===== src/rtl/hilo_pkg.sv =====
// Shared op-codes, default width and op-decode helpers for the HI/LO MAC unit.
package hilo_pkg;

  localparam int unsigned XLEN_DEFAULT = 32;

  localparam logic [2:0] OP_WR_BOTH = 3'b000;
  localparam logic [2:0] OP_WR_HI   = 3'b001;
  localparam logic [2:0] OP_WR_LO   = 3'b010;
  localparam logic [2:0] OP_RSVD    = 3'b011;
  localparam logic [2:0] OP_MADD    = 3'b100;
  localparam logic [2:0] OP_MADDU   = 3'b101;
  localparam logic [2:0] OP_MSUB    = 3'b110;
  localparam logic [2:0] OP_MSUBU   = 3'b111;

  function automatic logic op_is_mac(input logic [2:0] op);
    return (op & 3'b100) != 3'b000;
  endfunction

  // Only meaningful for MAC ops: even encodings are the signed variants.
  function automatic logic op_is_signed(input logic [2:0] op);
    return (op & 3'b001) == 3'b000;
  endfunction

endpackage


===== src/rtl/hilo_mul_stage.sv =====
// Stage 1 of the accumulate path: registered XLENxXLEN multiply, owns prod_q and busy.
module hilo_mul_stage
  import hilo_pkg::*;
#(
  parameter int unsigned XLEN = XLEN_DEFAULT
) (
  input  logic              clk,
  input  logic              rst,
  input  logic              in_valid,
  input  logic              is_signed,
  input  logic              flush,
  input  logic [XLEN-1:0]   a,
  input  logic [XLEN-1:0]   b,
  output logic [2*XLEN-1:0] prod_q,
  output logic              busy,
  output logic              out_valid
);

  localparam int unsigned PW = 2 * XLEN;

  typedef enum logic {IDLE, MUL} state_t;

  state_t        state;
  logic [PW-1:0] a_ext;
  logic [PW-1:0] b_ext;
  logic [PW-1:0] prod;

  // Extending both operands to the pair width makes the truncated product exact for either signedness.
  always_comb begin
    a_ext = is_signed ? {{XLEN{a[XLEN-1]}}, a} : {{XLEN{1'b0}}, a};
    b_ext = is_signed ? {{XLEN{b[XLEN-1]}}, b} : {{XLEN{1'b0}}, b};
    prod  = a_ext * b_ext;
  end

  always_ff @(posedge clk) begin
    if (rst) begin
      state  <= IDLE;
      prod_q <= '0;
    end else begin
      case (state)
        IDLE: begin
          if (in_valid && !flush) begin
            prod_q <= prod;
            state  <= MUL;
          end
        end
        MUL:     state <= IDLE;
        default: state <= IDLE;
      endcase
    end
  end

  assign busy      = (state == MUL);
  // A flush in the MUL cycle drops the product instead of presenting it for commit.
  assign out_valid = busy & ~flush;

endmodule


===== src/rtl/hilo_mac_unit.sv =====
// HI/LO register pair with direct writes, two-stage multiply-accumulate and MFHI/MFLO read port.
module hilo_mac_unit
  import hilo_pkg::*;
#(
  parameter int unsigned XLEN = XLEN_DEFAULT
) (
  input  logic              clk,
  input  logic              rst,
  input  logic              req_valid,
  output logic              req_ready,
  input  logic [2:0]        req_op,
  input  logic [2*XLEN-1:0] req_wdata,
  input  logic [XLEN-1:0]   req_a,
  input  logic [XLEN-1:0]   req_b,
  input  logic              flush,
  input  logic              rd_sel,
  output logic [XLEN-1:0]   rd_data,
  output logic              rd_valid,
  output logic [XLEN-1:0]   hi_o,
  output logic [XLEN-1:0]   lo_o
);

  localparam int unsigned PW = 2 * XLEN;

  logic [XLEN-1:0] hi_q;
  logic [XLEN-1:0] lo_q;
  logic            sub_q;
  logic [PW-1:0]   prod_q;
  logic            busy;
  logic            commit;
  logic            accept;
  logic [PW-1:0]   acc_next;

  assign req_ready = ~busy & ~flush & ~rst;
  assign accept    = req_valid & req_ready;

  hilo_mul_stage #(.XLEN(XLEN)) u_mul (
    .clk       (clk),
    .rst       (rst),
    .in_valid  (accept & op_is_mac(req_op)),
    .is_signed (op_is_signed(req_op)),
    .flush     (flush),
    .a         (req_a),
    .b         (req_b),
    .prod_q    (prod_q),
    .busy      (busy),
    .out_valid (commit)
  );

  // Stage 2: wrap-around add/subtract of the registered product into the pair.
  assign acc_next = sub_q ? ({hi_q, lo_q} - prod_q) : ({hi_q, lo_q} + prod_q);

  // Commit and accept are mutually exclusive because busy blocks req_ready.
  always_ff @(posedge clk) begin
    if (rst) begin
      hi_q  <= '0;
      lo_q  <= '0;
      sub_q <= 1'b0;
    end else if (commit) begin
      {hi_q, lo_q} <= acc_next;
    end else if (accept) begin
      case (req_op)
        OP_WR_BOTH: begin
          hi_q <= req_wdata[PW-1:XLEN];
          lo_q <= req_wdata[XLEN-1:0];
        end
        OP_WR_HI: hi_q  <= req_wdata[PW-1:XLEN];
        OP_WR_LO: lo_q  <= req_wdata[XLEN-1:0];
        OP_MADD, OP_MADDU, OP_MSUB, OP_MSUBU: sub_q <= req_op[1];
        default: ;
      endcase
    end
  end

  assign rd_data  = rd_sel ? hi_q : lo_q;
  assign rd_valid = ~busy;
  assign hi_o     = hi_q;
  assign lo_o     = lo_q;

endmodule


===== config.mk =====
export PLATFORM = sky130hd
export DESIGN_NAME = hilo_mac_unit
export DESIGN_NICKNAME = d
export VERILOG_FILES = /design/src/rtl/hilo_pkg.sv /design/src/rtl/hilo_mul_stage.sv /design/src/rtl/hilo_mac_unit.sv
export SDC_FILE = /design/constraint.sdc
export NUM_CORES = 2
export LEC_CHECK = 0
export BUFFER_PORTS_ARGS = -buffer_cell sky130_fd_sc_hd__buf_2
export CORE_ASPECT_RATIO = 1.2
export CORE_UTILIZATION = 55
export DETAILED_ROUTE_END_ITERATION = 6
export PLACE_DENSITY = 0.74
export SLEW_MARGIN = 5
export SYNTH_ARGS = -nofsm -noshare
export SYNTH_HDL_FRONTEND = slang
export SYNTH_SLANG_ARGS = --single-unit

===== constraint.sdc =====
create_clock -name clk -period 17.2 [get_ports clk]
set_input_delay 0.86 -clock clk [delete_from_list [all_inputs] [get_ports clk]]
set_output_delay 0.86 -clock clk [all_outputs]
set_load 0.05 [all_outputs]

==> run summary <==
Status
• **outcome** completed

Critical path
• **type of origin of the critical path** primary input
• **CP Max Fanout** 33
• **slowest stage cell, crit path** sky130_fd_sc_hd__fa_1
• **most numerous cell on the critical path** sky130_fd_sc_hd__fa_1
• **startpoint of the most critical setup path** req_a[31]
• **largest stage delay on the critical path** 860 ps
• **capturing element of the worst setup path** u_mul.prod_q[58]
• **classification of the worst setup path** primary input to flip-flop
• **critical register-to-register path endpoint** hi_o[27]
• **R2R setup slack** 11460 ps
• **required time at the endpoint of the critical path** 17560 ps
• **Worst Reg2Reg Path Length in Cells** 19
• **capturing element type of the critical path** flip-flop
• **worst flop-to-flop path startpoint** u_mul.prod_q[2]
• **arrival time reported for the critical path endpoint** 10850 ps

Synth
• **Async SR Flop Fraction** 0%
• **syn_area_per_cell** 9.04 um^2
• **main flop type after synthesis** sky130_fd_sc_hd__dfxtp_1
• **sequential cell area fraction in the yosys report** 4.49%
• **Mapped Area** 58000 um^2
• **count of flip-flops with a built-in enable after synthesis** 0
• **synthesized net count** 8339
• **fraction of post-synthesis cell area in the top cell type by area** 48.9%
• **library cell with the highest instance count after synthesis** sky130_fd_sc_hd__inv_1
• **Syn. warnings** 0
• **synthesized flop and latch total** 130
• **post-synthesis instance total** 6408
• **commonest cells in the synthesized netlist** sky130_fd_sc_hd__inv_1 (1551), sky130_fd_sc_hd__fa_1 (1416), sky130_fd_sc_hd__nand2_1 (681)
• **cell type with the largest total area after synthesis** sky130_fd_sc_hd__fa_1
• **number of distinct library cells after synthesis** 70
• **Area contributors post-synth** sky130_fd_sc_hd__fa_1 (49%), sky130_fd_sc_hd__inv_1 (10%), sky130_fd_sc_hd__ha_1 (8.2%), sky130_fd_sc_hd__and2_1 (6.4%), sky130_fd_sc_hd__dfxtp_1 (4.5%)

GRT
• **total congestion overflow after global routing** 0
• **pin count of the biggest net entering global routing** 89
• **antenna violations before repair** 10
• **Global Route Usage Sum** 33.0%
• **global-route wire length before repair** 268 mm
• **vias in the first global route** 47793

Place
• **final RePlAce weighted congestion** 0.955
• **I/O Buffers** 233
• **final HPWL from detailed placement** 139 mm
• **pre-CTS setup slack** 6260 ps

STA
• **final-report setup violation count** 0
• **Final min period** 10480 ps
• **post-route clock period utilization** 61.0%
• **Fin. Hold Viols** 0
• **measured slew at the worst slew-check pin** 1010 ps
• **Setup TNS** 0 ps
• **Max transition margin** 32.8%
• **setup repair after global routing missed its margin** no
• **largest clock skew in the final design** 10.9 ps
• **maximum clock frequency** 95.4 MHz
• **setup slack of the critical path after layout** 6720 ps
• **Final Max Tran Viols** 0
• **worst hold slack** 483 ps

Clock tree
• **clk_lat worst skew** 450 ps
• **number of clock buffers inserted by TritonCTS** 17
• **H-tree depth** 4
• **clock tree from TritonCTS** yes
• **number of sinks driven by the clock tree** 130
• **clk buf depth** 2
• **postcts setup bufs** 0
• **post-cts repair resize count** 0
• **cell chosen for the clock root** sky130_fd_sc_hd__clkbuf_16
• **hold buffers post-CTS** 0
• **post-CTS clock slew at the launch and capture registers of the worst setup and hold paths** 60 ps

Finish
• **Reg area** 2600 um^2
• **multi-input combinational cell area** 48400 um^2
• **share of layout cells above drive strength 1** 5.71%
• **area growth from synthesis to final layout** 4.44%
• **# fillers** 9170
• **Nets** 8309

Routing
• **drt via density** 5.60
• **antenna-violating nets left** 0
• **1st-iter DRT viols** 3195
• **DR pass1 iterations** 5
• **total detailed-routing wirelength** 169 mm
• **number of remaining DRC errors** 0
• **Wirelength per Cell** 21.7 um
• **number of vias after detailed routing** 43566

Floorplanning
• **starting density of the core** 55.4%
• **area of the core** 105000 um^2
• **area of the die** 107000 um^2
• **number of primary I/O pins** 234
• **number of cell rows** 130
• **Vert. Die Dim** 358 um
• **width of the chip** 298 um

Flow run
• **max cap viols** 0

Worst hold path
• **hold path startpoint** u_mul.prod_q[21]
• **Hold Path Class** flip-flop to flip-flop

## flip-flops by register name, indices dropped and copies added, names as in the netlist
name and count:
u_mul.prod_q 64, sub_q 1, lo_o 32, u_mul.busy 1, hi_o 32
## area by class of cell
class	instances	share of cell area, %
multi-input cells	4407	79.9
clock inverters	13	0.186
clock buffers	19	0.732
repair buffers	270	2.39
well taps	1386	2.86
diodes	6	0.0248
flip-flops and latches	130	4.30
inverters	1552	9.62
## worst max-delay path, delay by kind of cell
| kind | cells | cell delay [ps] |
|---|---|---|
| buffers and inverters | 7 | 1280 |
| adders and majority gates | 11 | 6010 |
| xor gates and xnor gates | 1 | 150 |
| AOI/OAI and AO/OA | 4 | 1000 |
| and+or+nand+nor | 7 | 1510 |
## cells in the final DEF, fill, tap and decap left out, drive strengths merged, types with 31 or more instances in the layout
cell,synthesis,layout
ha,379,379
a21oi,214,214
inv,1552,1553
a21o,78,78
fa,1416,1416
nand4,33,33
nor2,180,180
a211oi,68,68
mux2i,65,65
xnor2,183,183
o21ai,80,80
a31oi,38,38
xor2,56,56
and2,594,594
nand2,681,681
mux2,31,31
dfxtp,130,130
nand3,32,32
buf,19,270
nor3,36,36
## worst min path at each step
stage,slack (ps),cells after the start,to
2_1_floorplan,450,2,u_mul.prod_q[63]
3_5_place_dp,480,2,u_mul.prod_q[21]
6_report,480,2,u_mul.prod_q[21]
4_1_cts,480,2,u_mul.prod_q[21]
3_3_place_gp,470,2,u_mul.prod_q[5]
5_1_grt,510,2,u_mul.prod_q[21]
## per-layer routing
metal	vias up	share of wire (%)	track usage (%)	routed length, um
met2	1930	48	56.5	82000
li1	18966	-	-	-
met1	22213	38	40.1	63800
met3	451	8.0	5.95	13600
met4	6	5.7	16.6	9690
met5	-	0.020	0	34
## cells by family after synthesis
| kind of cell | share of synthesized area, % |
|---|---|
| buffers and inverters | 12.1 |
| adders and majority gates | 57.1 |
| and+or+nand+nor | 14.2 |
| AOI/OAI and AO/OA | 6.71 |
| xor gates and xnor gates | 3.62 |
| DFF | 4.49 |
| muxes | 1.72 |
## through the flow
step / cell area (um^2) / cells / util (%)
6_report: 60500 / 7783 / 57.9
5_1_grt: 60500 / 7778 / 57.9
4_1_cts: 60500 / 7777 / 57.9
3_5_place_dp: 60000 / 7745 / 57.3
3_3_place_gp: 60000 / 7745 / 57.3
2_1_floorplan: 58000 / 6408 / -
Power is not shown: default switching activity piles up to over one toggle a cycle in this logic, so the estimate is an artifact.
